File: config.mk
export PLATFORM = sky130hd
export DESIGN_NAME = exp_table
export DESIGN_NICKNAME = d
export VERILOG_FILES = /design/src/rtl/mem_check_pkg.sv /design/src/rtl/exp_table.sv
export SDC_FILE = /design/constraint.sdc
export NUM_CORES = 1
export LEC_CHECK = 0
export ABC_AREA = 1
export CAP_MARGIN = 25
export CORE_UTILIZATION = 55
export CTS_BUF_LIST = sky130_fd_sc_hd__clkbuf_16
export DETAILED_ROUTE_END_ITERATION = 12
export PLACE_DENSITY = 0.74
export SKIP_CTS_REPAIR_TIMING = 1
export SLEW_MARGIN = 25
export SYNTH_ARGS = -nofsm -noshare
export SYNTH_HDL_FRONTEND = slang
export SYNTH_SLANG_ARGS = --single-unit
File: constraint.sdc
create_clock -name clk -period 5.25 [get_ports clk]
set_clock_uncertainty 0.2 [all_clocks]
set_input_delay 0.7875 -clock clk [delete_from_list [all_inputs] [get_ports clk]]
set_output_delay 0.7875 -clock clk [all_outputs]
set_load 0.05 [all_outputs]
File: src/rtl/mem_check_pkg.sv
// Shared definitions for the memory-write scoreboard: run states, failure
// codes and the width helpers used to size index and count fields.
package mem_check_pkg;

  typedef enum logic [1:0] {
    ST_IDLE = 2'd0,
    ST_RUN  = 2'd1,
    ST_PASS = 2'd2,
    ST_FAIL = 2'd3
  } state_t;

  typedef enum logic [1:0] {
    FC_NONE     = 2'd0,
    FC_MISMATCH = 2'd1,
    FC_TIMEOUT  = 2'd2,
    FC_RESERVED = 2'd3
  } fail_code_t;

  // Table index width; a single-entry table still needs one index bit.
  function automatic int idx_width(input int depth);
    return (depth > 1) ? $clog2(depth) : 1;
  endfunction

  // Width able to hold every value from 0 up to and including depth.
  function automatic int cnt_width(input int depth);
    return $clog2(depth + 1);
  endfunction

endpackage

File: src/rtl/exp_table.sv
// Expected-write table: DEPTH (address, data) pairs with one write port, one
// indexed read port and a per-entry equality vector against a probe pair.
// The table has no reset so a loaded program survives a checker reset.
module exp_table
  import mem_check_pkg::*;
#(
  parameter int WIDTH = 32,
  parameter int DEPTH = 8
) (
  input  logic                        clk,
  input  logic                        we_i,
  input  logic [idx_width(DEPTH)-1:0] widx_i,
  input  logic [WIDTH-1:0]            waddr_i,
  input  logic [WIDTH-1:0]            wdata_i,
  input  logic [idx_width(DEPTH)-1:0] ridx_i,
  output logic [WIDTH-1:0]            raddr_o,
  output logic [WIDTH-1:0]            rdata_o,
  input  logic [WIDTH-1:0]            cmp_addr_i,
  input  logic [WIDTH-1:0]            cmp_data_i,
  output logic [DEPTH-1:0]            eq_o
);

  logic [WIDTH-1:0] addr_mem [DEPTH];
  logic [WIDTH-1:0] data_mem [DEPTH];

  // Load one entry; indices past DEPTH (non power-of-two tables) are dropped.
  always_ff @(posedge clk) begin
    if (we_i && (int'(widx_i) < DEPTH)) begin
      addr_mem[widx_i] <= waddr_i;
      data_mem[widx_i] <= wdata_i;
    end
  end

  // Indexed read used by in-order checking; out-of-range reads return zero.
  always_comb begin
    raddr_o = '0;
    rdata_o = '0;
    if (int'(ridx_i) < DEPTH) begin
      raddr_o = addr_mem[ridx_i];
      rdata_o = data_mem[ridx_i];
    end
  end

  // Compare the probe against every entry at once for any-order checking.
  always_comb begin
    eq_o = '0;
    for (int i = 0; i < DEPTH; i++) begin
      eq_o[i] = (addr_mem[i] == cmp_addr_i) && (data_mem[i] == cmp_data_i);
    end
  end

endmodule

==> results.yml, run 1 <==
global_routing:
  grt_use_total_pct: 29.14
  grt_max_degree: 80
  overflow: 0
  grt_pass1_vias: 19720
  grt_pass1_wl_um: 110300
  grt_antenna_before_repair: 6
cells_and_area:
  synthToLayoutAreaGrowth_pct: 15.43
  utilization_pct: 64.71
  layout-drive-gt1-share_pct: 4.211
  layoutNonFillerInstCount: 3562
  final_nets: 3043
  num-fill-cells: 3751
logic_synthesis:
  synthCells: 2772
  synth_top_family_by_area: "simple AND/OR/NAND/NOR gates"
  avgSynthCellArea_um2: 9.697
  synth_compound_area_share_pct: 8.257
  yosysMostFrequentCell: "nand2_1"
  synth_edf_count: 512
  synth_nets: 2908
  synthTopCellsByArea: "edfxtp_1, xnor2_1, nand2_1"
  synth_fa_ha_area_share_pct: 0
  async_flop_share_pct: 0
  ys.flop_type: "edfxtp_1"
  ys_seq_area_share_pct: 57.20
  synth-xor-area-share_pct: 14.08
  synth_top_area_share_pct: 57.20
  ys_types: 17
  synthMuxAreaShare_pct: 0
  synth-simple-area-share_pct: 16.14
  yosys_register_bits: 512
  ys_warn_count: 0
  yosysTopAreaCell: "edfxtp_1"
  netlist_area_um2: 26880
  synth_common_cells: "nand2_1, nor2_1, edfxtp_1"
placement:
  dp_cells: 3468
  place_congestion: 0.9388
  portBuffers: 207
  dp_hpwl_um: 46930
critical_path:
  crit_required_ps: 4260
  arrival_ps: 3720
  critPathMaxStageDelay_ps: 860
  startpoint_type: "input pin"
  end_kind: "primary output"
  crit_fanout: 9
  worstSetupPathType: "input pin to primary output"
  crit_family: "buffers and inverters"
  cp_slowest_cell: "clkdlybuf4s50_1"
  path_cells: "clkdlybuf4s50_1, inv_1, nand2_1, nand2_1, nand2_1, nor2_1, nand2_1, nor2_1, nand2_1, nor2_1, clkdlybuf4s50_1"
  cp.buffers_inverters: 3
  crit_path_frequent_cell: "nand2_1"
power:
  finalPower_mw: 9.632
  worst_ir_drop_vdd_mv: 0.2659
  p_clk_share_pct: 36.8
  power_density_nw_per_um2: 310.4
  power_frac_comb_pct: 14.1
  p_leak_nw: 10.64
  pwr-share-seq_pct: 49.1
  internal_power_mw: 7.168
  sw_frac_of_total_pct: 25.58
  power_switching_mw: 2.464
die:
  fp-row-count: 80
  fp.dieArea_um2: 49760
  die_h_um: 223.1
  initial_utilization_pct: 56.06
  ios: 208
  die_w_um: 223.1
  core_um2: 47950
sta:
  finalCritPeriodShare_pct: 89.74
  slew_violations: 0
  worst_pin_slew_ps: 971.7
  relSlewSlack_pct: 35.06
  hold_violations: 0
  fmax_mhz: 212.3
  rsz0062_at_grt: "false"
  fin_setup_tns_ps: 0
  period_minus_slack_ps: 4711
  setup_viol: 0
run_status:
  status: "finished, final reports clean"
clock_network:
  clkTransAtPathRegs_ps: 60
  cts_tree: "built"
  clock-root-buffer: "clkbuf_16"
  htree_levels: 2
  clock-sinks: 512
  cts_made_buffers: 52
  cts_buffer_depth: 3
hold_path:
  worstHoldPathCells: 1
  min_to: "data_mem[2][25]"
  hp-class: "input pin to register"
  min-delay-start: "wdata_i[25]"
detailed_routing:
  wire_per_inst_um: 20.43
  drtAntennaViolNets: 0
  drt-pass1-iter-count: 6
  post_drt_via_cell_ratio: 5.657
  vias: 20150
  wirelength_um: 72780
  drt-initial-drc-count: 2217
  drc: 0
run:
  max_cap_viol_count: 0
[sequential cells by signal (all words and copies together), names as in the netlist]
name      count
addr_mem    256
data_mem    256
[kinds of logic (layout without fill, tap and decap cells)]
logic type | after synthesis | count (layout)
flip-flops | 512 | 512
buffers and inverters | 258 | 431
AND/OR/NAND/NOR | 1156 | 1156
XOR/XNOR | 432 | 432
other | 0 | 2
AO/OA/AOI/OAI | 414 | 414
[power groups by stage]
stage | clock network [mW] | registers (mW) | logic (mW)
global route | 3.73 | 4.74 | 1.46
CTS | 3.59 | 4.73 | 1.35
detailed placement | 0 | 4.81 | 1.34
floorplan | 0 | 4.80 | 0.890
finish | 3.55 | 4.73 | 1.36
global placement | 0 | 4.80 | 1.32
[metal layers]
| metal | global-route usage (%) | share of wire, % | vias to the layer above | wire (µm) |
|---|---|---|---|---|
| li1 | - | - | 9453 | - |
| met1 | 38.60 | 40 | 9529 | 29130 |
| met2 | 48.49 | 48 | 979 | 34900 |
| met3 | 4.912 | 8.7 | 183 | 6360 |
| met4 | 10.41 | 3.2 | 8 | 2348 |
| met5 | 0 | 0.063 | - | 46 |
[worst max path at each step]
stage | depth (start not counted) | startpoint | end | slack, ps
finish | 11 | cmp_data_i[24] | eq_o[3] | 540
detailed placement | 11 | cmp_data_i[24] | eq_o[3] | 640
floorplan | 3 | widx_i[0] | addr_mem[0][0] | 960
global placement | 9 | cmp_data_i[27] | eq_o[3] | 650
CTS | 11 | cmp_data_i[24] | eq_o[3] | 620
global route | 11 | cmp_data_i[24] | eq_o[3] | 470
[per-stage QoR]
stage / cell area (µm²) / worst slack [ps] / hold slack (ps)
finish: 31030 / 538.9 / 698.6
global route: 31020 / 467.0 / 705.2
CTS: 31020 / 623.0 / 679.0
detailed placement: 29420 / 638.7 / 1318
global placement: 29420 / 650.5 / 1308
floorplan: 26880 / 957.0 / 686.4
[layout make-up]
class                      count  area, µm²  share of cell area, %
sequential                   512      15370                  49.55
multi-input combinational   2002      10400                  33.53
timing repair buffer         243       2499                  8.053
clock buffer                  53       1326                  4.275
tap                          615      769.5                  2.480
inverter                      96      370.4                  1.194
clock inverter                39      280.3                 0.9033
antenna                        2      5.005                0.01613
[layout by cell type (no fill, tap or decap)]
cell / netlist / layout
clkinvlp_4: 0 / 2
clkinv_2: 0 / 13
o22ai_1: 54 / 54
diode_2: 0 / 2
a31oi_1: 64 / 64
clkinv_4: 0 / 1
o21ai_1: 9 / 9
bufinv_16: 0 / 4
buf_6: 6 / 1
o21ai_0: 247 / 247
nand2_1: 592 / 592
buf_4: 15 / 26
edfxtp_1: 512 / 512
nor2_4: 0 / 8
clkbuf_16: 0 / 53
clkinv_1: 0 / 10
buf_12: 0 / 13
a21oi_1: 40 / 40
xnor2_1: 432 / 432
clkdlybuf4s50_1: 0 / 203
inv_1: 95 / 102
inv_4: 0 / 2
inv_6: 0 / 1
nor2_1: 564 / 556
Note: power is estimated with default switching activity, not from simulation.
==> inputs of run 2 (changes only) <==
Settings changed: MAX_ROUTING_LAYER set to met4.
==> results.yml, run 2 (same netlist as run 1, synthesis figures left out) <==
run_status:
  status: "finished, final reports clean"
sta:
  relSlewSlack_pct: 32.11
  slew_violations: 0
  hold_violations: 0
  worst_pin_slew_ps: 1016
  period_minus_slack_ps: 4640
  setup_viol: 0
  fin_setup_tns_ps: 0
  rsz0062_at_grt: "false"
  fmax_mhz: 215.5
  finalCritPeriodShare_pct: 88.38
clock_network:
  clock-sinks: 512
  cts_made_buffers: 53
  htree_levels: 2
  cts_buffer_depth: 3
  clkTransAtPathRegs_ps: 60
  clock-root-buffer: "clkbuf_16"
  cts_tree: "built"
detailed_routing:
  wirelength_um: 72110
  drtAntennaViolNets: 0
  drt-initial-drc-count: 2002
  post_drt_via_cell_ratio: 5.634
  drt-pass1-iter-count: 7
  wire_per_inst_um: 20.19
  drc: 0
  vias: 20130
die:
  initial_utilization_pct: 56.06
  fp-row-count: 80
  ios: 208
  core_um2: 47950
  fp.dieArea_um2: 49760
  die_w_um: 223.1
  die_h_um: 223.1
cells_and_area:
  utilization_pct: 65.07
  synthToLayoutAreaGrowth_pct: 16.05
  final_common_cell: "nand2_1"
  layout-drive-gt1-share_pct: 4.376
  final_nets: 3039
  layoutNonFillerInstCount: 3572
  layout_common_cells: "nand2_1, nor2_1, edfxtp_1"
  reg.largest.list: "addr_mem (256), data_mem (256)"
  finish.instance_area_um2: 31200
power:
  worst_ir_drop_vdd_mv: 0.3229
  power_density_nw_per_um2: 316.2
  p_leak_nw: 10.68
  finalPower_mw: 9.863
global_routing:
  grt_pass1_wl_um: 110300
  grt_antenna_before_repair: 6
  overflow: 0
  grt_pass1_vias: 19910
  grt_max_degree: 90
  grt_use_total_pct: 29.92
placement:
  portBuffers: 207
  dp_hpwl_um: 46610
  placed_area_um2: 29400
  place_congestion: 0.9547
  dp_cells: 3462
critical_path:
  crit_fanout: 9
  arrival_ps: 3650
  end_kind: "primary output"
  crit_start: "cmp_data_i[9]"
  startpoint_type: "input pin"
  crit_required_ps: 4260
  worstSetupPathType: "input pin to primary output"
run:
  max_cap_viol_count: 0
hold_path:
  min-delay-start: "wdata_i[28]"
  hp-class: "input pin to register"
run 2: cell count changes in the layout (fill, tap and decap cells not counted), moves of 3 or more:
cell,change
diode_2,+7
clkinvlp_4,+3
buf_12,+3
buf_4,-8
run 2: report_power, final:
| group | switching (mW) | internal [mW] |
|---|---|---|
| registers | 0.0809 | 4.65 |
| clock network | 1.59 | 2.20 |
| logic | 0.843 | 0.509 |
| total | 2.51 | 7.35 |
run 2: final cells by class:
type / instances / area, µm²
Fill cell: 3697 / 16750
Sequential cell: 512 / 15370
Multi-Input combinational cell: 2002 / 10400
Timing Repair Buffer: 238 / 2499
Clock buffer: 55 / 1376
Tap cell: 615 / 769.5
Clock inverter: 45 / 381.6
Inverter: 96 / 370.4
Antenna cell: 9 / 22.52
run 2: path summary, 6_finish.rpt:
check,end,depth (start not counted)
setup / recovery,eq_o[4],11
hold / removal,data_mem[2][28],1
run 2: per-stage QoR:
stage | worst slack [ps] | hold slack, ps
after detailed placement | 728.7 | 1320
after global placement | 720.8 | 1311
final | 610.1 | 689.4
after CTS | 713.9 | 676.1
after floorplan | 957.0 | 686.4
after global routing | 561.9 | 703.2
run 2: metal layers:
metal	wire, µm	up-vias	track usage (%)
met5	0	-	-
met4	2146	0	10.28
met3	6007	173	4.820
met2	34780	912	48.27
met1	29180	9575	38.54
li1	-	9466	-
run 2: critical path: stages:
cell and delay [ps]:
clkdlybuf4s50_1 580, inv_1 300, nand2_1 100, nand2_1 70, nand2_1 50, nor2_1 100, nand2_1 90, nor2_1 230
nand2_1 180, nor2_1 290, clkdlybuf4s50_1 870
